### config.mk
export PLATFORM = sky130hd
export DESIGN_NAME = ws281x_stream
export DESIGN_NICKNAME = d
export VERILOG_FILES = /design/src/rtl/ws281x_pkg.sv /design/src/rtl/ws281x_bit_encoder.sv /design/src/rtl/ws281x_stream.sv
export SDC_FILE = /design/constraint.sdc
export NUM_CORES = 1
export LEC_CHECK = 0
export ABC_CLOCK_PERIOD_IN_PS = 2000
export CAP_MARGIN = 20
export CELL_PAD_IN_SITES_DETAIL_PLACEMENT = 0
export CELL_PAD_IN_SITES_GLOBAL_PLACEMENT = 1
export CORE_MARGIN = 4
export CORE_UTILIZATION = 39
export DETAILED_ROUTE_END_ITERATION = 10
export PLACE_DENSITY = 0.84
export SYNTH_ARGS = -nofsm -noshare
export SYNTH_HDL_FRONTEND = slang
export SYNTH_HIERARCHICAL = 1
export SYNTH_SLANG_ARGS = --single-unit
### constraint.sdc
create_clock -name clk -period 2 [get_ports clk]
set_input_delay 0.2 -clock clk [delete_from_list [all_inputs] [get_ports clk]]
set_output_delay 0.2 -clock clk [all_outputs]
set_load 0.005 [all_outputs]
### src/rtl/ws281x_pkg.sv
// ws281x_pkg -- shared state encoding, width helper, timing-constant
// derivation and the brightness scaling helper for the WS281x streamer.
package ws281x_pkg;

  typedef enum logic [1:0] {
    ST_IDLE  = 2'd0,
    ST_LOAD  = 2'd1,
    ST_BIT   = 2'd2,
    ST_LATCH = 2'd3
  } state_e;

  // Ceiling log2; 0 for value <= 1.
  function automatic int clog2(input int value);
    int r;
    r = 0;
    while ((32'sd1 <<< r) < value) begin
      r = r + 32'sd1;
    end
    return r;
  endfunction

  // Counter width that never collapses to zero bits.
  function automatic int cnt_width(input int n);
    return (clog2(n) < 32'sd1) ? 32'sd1 : clog2(n);
  endfunction

  // Clock cycles per serial bit.
  function automatic int calc_cyc(input int sys_clk, input int bit_rate);
    return sys_clk / bit_rate;
  endfunction

  // High time in cycles for a given percentage of the bit period.
  function automatic int calc_high(input int cyc, input int pct);
    return (cyc * pct) / 32'sd100;
  endfunction

  // Latch (reset) low time in cycles.
  function automatic int calc_rst(input int reset_us, input int sys_clk);
    return reset_us * (sys_clk / 32'sd1_000_000);
  endfunction

  // Byte scaled by brightness b: (c*(b+1))>>8, so b=255 is identity.
  function automatic logic [7:0] scale_byte(input logic [7:0] c, input logic [7:0] b);
    logic [15:0] prod;
    prod = {8'd0, c} * ({8'd0, b} + 16'd1);
    return prod[15:8];
  endfunction

endpackage

### src/rtl/ws281x_bit_encoder.sv
// ws281x_bit_encoder -- produces one WS281x bit waveform of CYC cycles:
// high for T0H (bit 0) or T1H (bit 1) cycles, then low. A start pulse in
// the cycle where done is high chains the next bit with no gap.
module ws281x_bit_encoder
  import ws281x_pkg::*;
#(
  parameter int CYC = 25,
  parameter int T0H = 8,
  parameter int T1H = 16
) (
  input  logic clk,
  input  logic reset_n,
  input  logic start_i,
  input  logic bit_i,
  output logic do_o,
  output logic done_o
);

  localparam int CW = cnt_width(CYC + 1);
  localparam logic [CW-1:0] LAST_C = CW'(CYC - 1);
  localparam logic [CW-1:0] T0H_C  = CW'(T0H);
  localparam logic [CW-1:0] T1H_C  = CW'(T1H);

  logic          active_q;
  logic [CW-1:0] cnt_q;
  logic [CW-1:0] th_q;
  logic          do_q;
  logic [CW-1:0] th_s;

  assign th_s   = bit_i ? T1H_C : T0H_C;
  assign do_o   = do_q;
  assign done_o = active_q && (cnt_q == LAST_C);

  // Bit-period counter with registered line output (high while cnt < high time)
  always_ff @(posedge clk or negedge reset_n) begin
    if (!reset_n) begin
      active_q <= 1'b0;
      cnt_q    <= '0;
      th_q     <= '0;
      do_q     <= 1'b0;
    end else if (start_i) begin
      active_q <= 1'b1;
      cnt_q    <= '0;
      th_q     <= th_s;
      do_q     <= (th_s != '0);
    end else if (active_q) begin
      if (cnt_q == LAST_C) begin
        active_q <= 1'b0;
        cnt_q    <= '0;
        do_q     <= 1'b0;
      end else begin
        cnt_q <= cnt_q + CW'(1);
        do_q  <= ((cnt_q + CW'(1)) < th_q);
      end
    end else begin
      do_q <= 1'b0;
    end
  end

endmodule

### src/rtl/ws281x_stream.sv
// ws281x_stream -- frames NUM_LEDS pixels from a valid/ready stream onto a
// WS281x serial line, followed by a latch low period.
// Optional feature: define WS281X_BRIGHTNESS_EN to scale every byte by the
// brightness value sampled when the frame is accepted.
module ws281x_stream
  import ws281x_pkg::*;
#(
  parameter int NUM_LEDS     = 4,
  parameter int SYSTEM_CLOCK = 100_000_000,
  parameter int CHANNELS     = 3,
  parameter int BIT_RATE     = 800_000,
  parameter int T0H_PCT      = 32,
  parameter int T1H_PCT      = 64,
  parameter int RESET_US     = 80
) (
  input  logic                              clk,
  input  logic                              reset_n,
  input  logic                              frame_start,
  input  logic                              pix_valid,
  output logic                              pix_ready,
  input  logic [CHANNELS*8-1:0]             pix_data,
  input  logic [7:0]                        brightness,
  output logic [cnt_width(NUM_LEDS)-1:0]    address,
  output logic                              busy,
  output logic                              underrun,
  output logic                              DO
);

  localparam int W   = CHANNELS * 8;
  localparam int CYC = calc_cyc(SYSTEM_CLOCK, BIT_RATE);
  localparam int T0H = calc_high(CYC, T0H_PCT);
  localparam int T1H = calc_high(CYC, T1H_PCT);
  localparam int RST = calc_rst(RESET_US, SYSTEM_CLOCK);
  localparam int AW  = cnt_width(NUM_LEDS);
  localparam int BW  = cnt_width(W);
  localparam int LW  = cnt_width(RST);

  localparam logic [AW-1:0] LAST_ADDR = AW'(NUM_LEDS - 1);
  localparam logic [BW-1:0] LAST_BIT  = BW'(W - 1);
  localparam logic [LW-1:0] RST_LAST  = LW'(RST - 1);

  state_e        state_q;
  logic [AW-1:0] addr_q;
  logic          underrun_q;
  logic [W-1:0]  shift_q;
  logic [BW-1:0] bit_cnt_q;
  logic [LW-1:0] lat_cnt_q;

  logic [W-1:0]  scaled_s;
  logic          last_bit_s;
  logic          enc_start_s;
  logic          enc_bit_s;
  logic          enc_done_s;

  assign pix_ready  = (state_q == ST_LOAD);
  assign busy       = (state_q != ST_IDLE);
  assign address    = addr_q;
  assign underrun   = underrun_q;
  assign last_bit_s = (bit_cnt_q == LAST_BIT);

`ifdef WS281X_BRIGHTNESS_EN
  logic [7:0] bright_q;

  // Scale every incoming byte by the brightness latched at frame start
  always_comb begin
    scaled_s = '0;
    for (int i = 0; i < CHANNELS; i++) begin
      scaled_s[i*8 +: 8] = scale_byte(pix_data[i*8 +: 8], bright_q);
    end
  end
`else
  logic unused_bright_s;
  assign unused_bright_s = ^brightness;

  // Bytes go out exactly as captured
  always_comb begin
    scaled_s = pix_data;
  end
`endif

  // Kick the bit encoder on pixel capture and on each non-final bit boundary
  always_comb begin
    enc_start_s = 1'b0;
    enc_bit_s   = 1'b0;
    if ((state_q == ST_LOAD) && pix_valid) begin
      enc_start_s = 1'b1;
      enc_bit_s   = scaled_s[W-1];
    end else if ((state_q == ST_BIT) && enc_done_s && !last_bit_s) begin
      enc_start_s = 1'b1;
      enc_bit_s   = shift_q[W-2];
    end else begin
      enc_start_s = 1'b0;
      enc_bit_s   = 1'b0;
    end
  end

  ws281x_bit_encoder #(
    .CYC (CYC),
    .T0H (T0H),
    .T1H (T1H)
  ) u_enc (
    .clk     (clk),
    .reset_n (reset_n),
    .start_i (enc_start_s),
    .bit_i   (enc_bit_s),
    .do_o    (DO),
    .done_o  (enc_done_s)
  );

  // Frame sequencer: idle, pixel load, bit streaming and latch low time
  always_ff @(posedge clk or negedge reset_n) begin
    if (!reset_n) begin
      state_q    <= ST_IDLE;
      addr_q     <= '0;
      underrun_q <= 1'b0;
      shift_q    <= '0;
      bit_cnt_q  <= '0;
      lat_cnt_q  <= '0;
`ifdef WS281X_BRIGHTNESS_EN
      bright_q   <= 8'd0;
`endif
    end else begin
      case (state_q)
        ST_IDLE: begin
          if (frame_start) begin
            state_q    <= ST_LOAD;
            addr_q     <= '0;
            underrun_q <= 1'b0;
`ifdef WS281X_BRIGHTNESS_EN
            bright_q   <= brightness;
`endif
          end else begin
            state_q <= ST_IDLE;
          end
        end
        ST_LOAD: begin
          if (pix_valid) begin
            shift_q   <= scaled_s;
            bit_cnt_q <= '0;
            state_q   <= ST_BIT;
          end else if (addr_q != '0) begin
            // Stream fell behind mid-frame: abort and latch what was sent
            underrun_q <= 1'b1;
            lat_cnt_q  <= '0;
            state_q    <= ST_LATCH;
          end else begin
            state_q <= ST_LOAD;
          end
        end
        ST_BIT: begin
          if (enc_done_s) begin
            if (!last_bit_s) begin
              shift_q   <= {shift_q[W-2:0], 1'b0};
              bit_cnt_q <= bit_cnt_q + BW'(1);
            end else begin
              bit_cnt_q <= '0;
              if (addr_q < LAST_ADDR) begin
                addr_q  <= addr_q + AW'(1);
                state_q <= ST_LOAD;
              end else begin
                lat_cnt_q <= '0;
                state_q   <= ST_LATCH;
              end
            end
          end else begin
            state_q <= ST_BIT;
          end
        end
        ST_LATCH: begin
          if (lat_cnt_q == RST_LAST) begin
            lat_cnt_q <= '0;
            state_q   <= ST_IDLE;
          end else begin
            lat_cnt_q <= lat_cnt_q + LW'(1);
          end
        end
        default: begin
          state_q <= ST_IDLE;
        end
      endcase
    end
  end

endmodule

==> results by group <==
Status
  – Status: complete, no violations

Worst setup path
  – CP arrival: about 2.1 ns
  – CP max FO: 6
  – Critical setup path kind: reg -> reg
  – Worst Path Required: 2.22 ns
  – Worst R2R Path Depth: 7
  – Crit. End Element: register
  – Startpoint types: register

Synthesis
  – Predominant post-synthesis flop cell: dfrtp_1
  – Syn Nets: 373
  – Synth async-reset ratio: 100%
  – Synth Cell Area: 3190 um2
  – Yosys reg bits: 57
  – Synth Area in Compound Gates: 16.0%
  – Register area share after synthesis: 44.8%
  – Syn. warnings: 6
  – Post-synth EDFFs: 0
  – Post-synthesis simple-gate area fraction: between 20% and 30%
  – Netlist cell types: 55
  – Adder-Cell Fraction of Synth Area: 3.53%
  – Syn_area_per_cell: just under 10 um2
  – XOR/XNOR share of the synthesized area: 1.37%
  – Post-Synthesis Cells: ~330
  – Main combinational cell family by area after synthesis: simple AND/OR/NAND/NOR gates
  – Mux contribution to synthesized area: approximately 8.5%

Drt
  – Antenna-violating nets left: 0
  – Wire length per cell: roughly 13 um
  – DR vias/cell: 5.21
  – Total wire length: approximately 6.5 mm
  – # DRC: 0
  – DR pass1 iterations: 5
  – Via count: around 2500
  – Initial DRC Count: roughly 120

STA
  – Period utilization: 95.5%
  – RSZ-0062 raised after global routing: yes
  – Fmax: about 520 MHz
  – Hold WS: 0.387 ns
  – Clk_skew: 0.00874 ns
  – Final setup vio count: 0
  – Final Max Tran Viols: 0
  – Final worst slack: 0.0896 ns
  – Fin. Hold Viols: 0
  – Measured slew at the worst slew-check pin: 0.444 ns
  – Max-slew headroom: 70.1%
  – Min Tclk post-route: 1.91 ns
  – Setup TNS: 0 ns

CTS
  – Htree depth: 3
  – Num CTS Buffers: 9
  – Clock latency on the worst-skew pair: ~0.34 ns
  – CTS tree: yes
  – Worst-path clk slew: about 0.07 ns
  – Clock sink count: 57
  – Max clock buf depth: 2
  – Root buffer cell: clkbuf_8

Placed design
  – Detail Placement HPWL: 4.46 mm
  – GP Congestion: 0.761
  – Port bufs: 33
  – Setup slack at placement: -0.00189 ns

Final layout
  – Fillers: 750
  – Share of layout cells above drive strength 1: 16.6%
  – Number of diodes: 0
  – Area Overhead vs Synth: 26.0%
  – Nets: 426

Floorplan
  – Die width: about 100 um
  – DIE AREA: 9680 um2
  – Core Region: 7850 um2
  – Initial Utilization: 40.6%
  – Row count: 32
  – # IOs: 42
  – Die Y: 98.4 um

Global route
  – GRT Util Overall: approximately 14%
  – First-pass GRT wire length: 11.2 mm
  – Pin count of the biggest net entering global routing: between 50 and 60
  – Vias in the first global route: 2509
  – GR Overflow Total: 0
  – Initial antenna violation count: 0

Run
  – Max-cap viol count: 0

Pwr
  – Leak: 1.79 nW
  – VDD IR max: 347 uV
  – PwrDens: 551 nW/um2

Hold path
  – Worst Hold Class: in -> async
==> synth_stat cells, types with 3 or more instances <==
cell type,n,area share [%]
dfrtp_1,57,45
nand2_1,46,5.4
mux2i_1,27,8.5
o21ai_1,25,3.9
inv_1,16,1.9
nand3_1,14,2.2
o21ai_0,13,2.0
a21oi_1,11,1.7
buf_2,9,1.4
ha_1,9,3.5
nor3_1,8,1.3
nor2_1,7,0.82
buf_6,5,1.8
nor4_1,5,0.98
a21o_1,4,0.94
and3_1,4,0.79
nand3b_1,4,0.94
nor3b_1,4,0.94
o21a_1,4,0.94
o22a_1,4,1.1
clkbuf_1,3,0.35
nand4_1,3,0.59
nor2b_1,3,0.59
o311ai_1,3,0.82
xnor2_1,3,0.82
==> area by class of cell <==
cell class	count	area (um2)	share of cell area [%]
clock buffers	10	138	3.43
clock inverters	6	43.8	1.09
inverters	16	63.8	1.59
multi-input cells	237	1640	40.8
flip-flops and latches	57	1430	35.5
well taps	102	128	3.18
repair buffers	59	569	14.2
repair inverters	1	7.51	0.187
==> through the flow <==
stage	cell area (um2)	util, %	std cells	total power [mW]
floorplan	3190	-	328	1.18
global placement	3720	47.5	467	1.26
detailed placement	3720	47.5	467	1.26
CTS	3920	49.9	484	2.25
global route	4020	51.2	488	2.30
finish	4020	51.2	488	2.21
==> cell families (layout without fill, tap and decap cells) <==
logic type	after synthesis	count (layout)
xor+xnor	5	5
fa+ha+maj	9	9
compound gates	79	79
buf+inv	34	92
simple gates	117	117
mux	27	27
flops	57	57
==> report_power, final <==
part / leakage [nW] / internal (mW) / switching (mW)
sequential: 0.724 / 1.15 / 0
combinational: 0.983 / 0.0532 / 0.0321
clock: 0.0805 / 0.481 / 0.494
total: 1.79 / 1.69 / 0.526
==> critical path, stage by stage (launching register included) <==
cell and delay, ns:
dfrtp_1 0.38, inv_2 0.07, ha_4 0.16, or3b_4 0.38
a221oi_4 0.37, clkbuf_16 0.22, nand2_1 0.05, o22a_1 0.17
==> repair_timing <==
action,CTS,global route
hold endpoints to repair,57,0
endpoints found under the setup margin,5,23
gates resized for setup,1,15
setup buffers,0,2
hold buffers,1,0
pin swaps,0,7
gates cloned,0,2
==> placed cells by master, fill, tap and decap left out, types with 4 or more instances in the layout <==
cell type and instances:
dfrtp_1 57, nand2_1 46, clkdlybuf4s50_1 32, o21ai_1 27, mux2i_1 27, buf_4 21
nand3_1 14, inv_1 13, o21ai_0 11, a21oi_1 11, clkbuf_8 10, nor3_1 8
clkinvlp_4 6, nor2_1 6, nor4_1 5, ha_1 5, nand3b_1 4, o21a_1 4
a21o_1 4, nor3b_1 4, o22a_1 4, and3_1 4
==> final timing paths <==
path | from | endpoint | slack, ns
max in group asynchronous | reset_n | lat_cnt_q[12]$_DFFE_PN0P_ | 1.36
setup / recovery | address[1]$_DFFE_PN0P_ | lat_cnt_q[12]$_DFFE_PN0P_ | 0.09
setup reg to reg | address[1]$_DFFE_PN0P_ | lat_cnt_q[12]$_DFFE_PN0P_ | 0.09
hold reg to reg | bit_cnt_q[4]$_DFFE_PN0P_ | bit_cnt_q[4]$_DFFE_PN0P_ | 0.49
hold / removal | reset_n | shift_q[15]$_DFFE_PN0P_ | 0.39
min in group clk | bit_cnt_q[4]$_DFFE_PN0P_ | bit_cnt_q[4]$_DFFE_PN0P_ | 0.49
==> layer usage <==
layer / track usage (%) / wire [um]
met2: 22.9 / 3140
met4: 7.25 / 126
met3: 2.50 / 217
met5: 0 / 0
met1: 17.5 / 2990
==> flip-flops by register name, summed over array words and instances, names as in the netlist <==
name            flops
address             2
bit_cnt_q           5
lat_cnt_q          13
shift_q            23
state_q             2
u_enc/active_q      1
u_enc/cnt_q         7
u_enc/do_o          1
u_enc/th_q          2
underrun            1
Power figures use the tool's default switching activity.
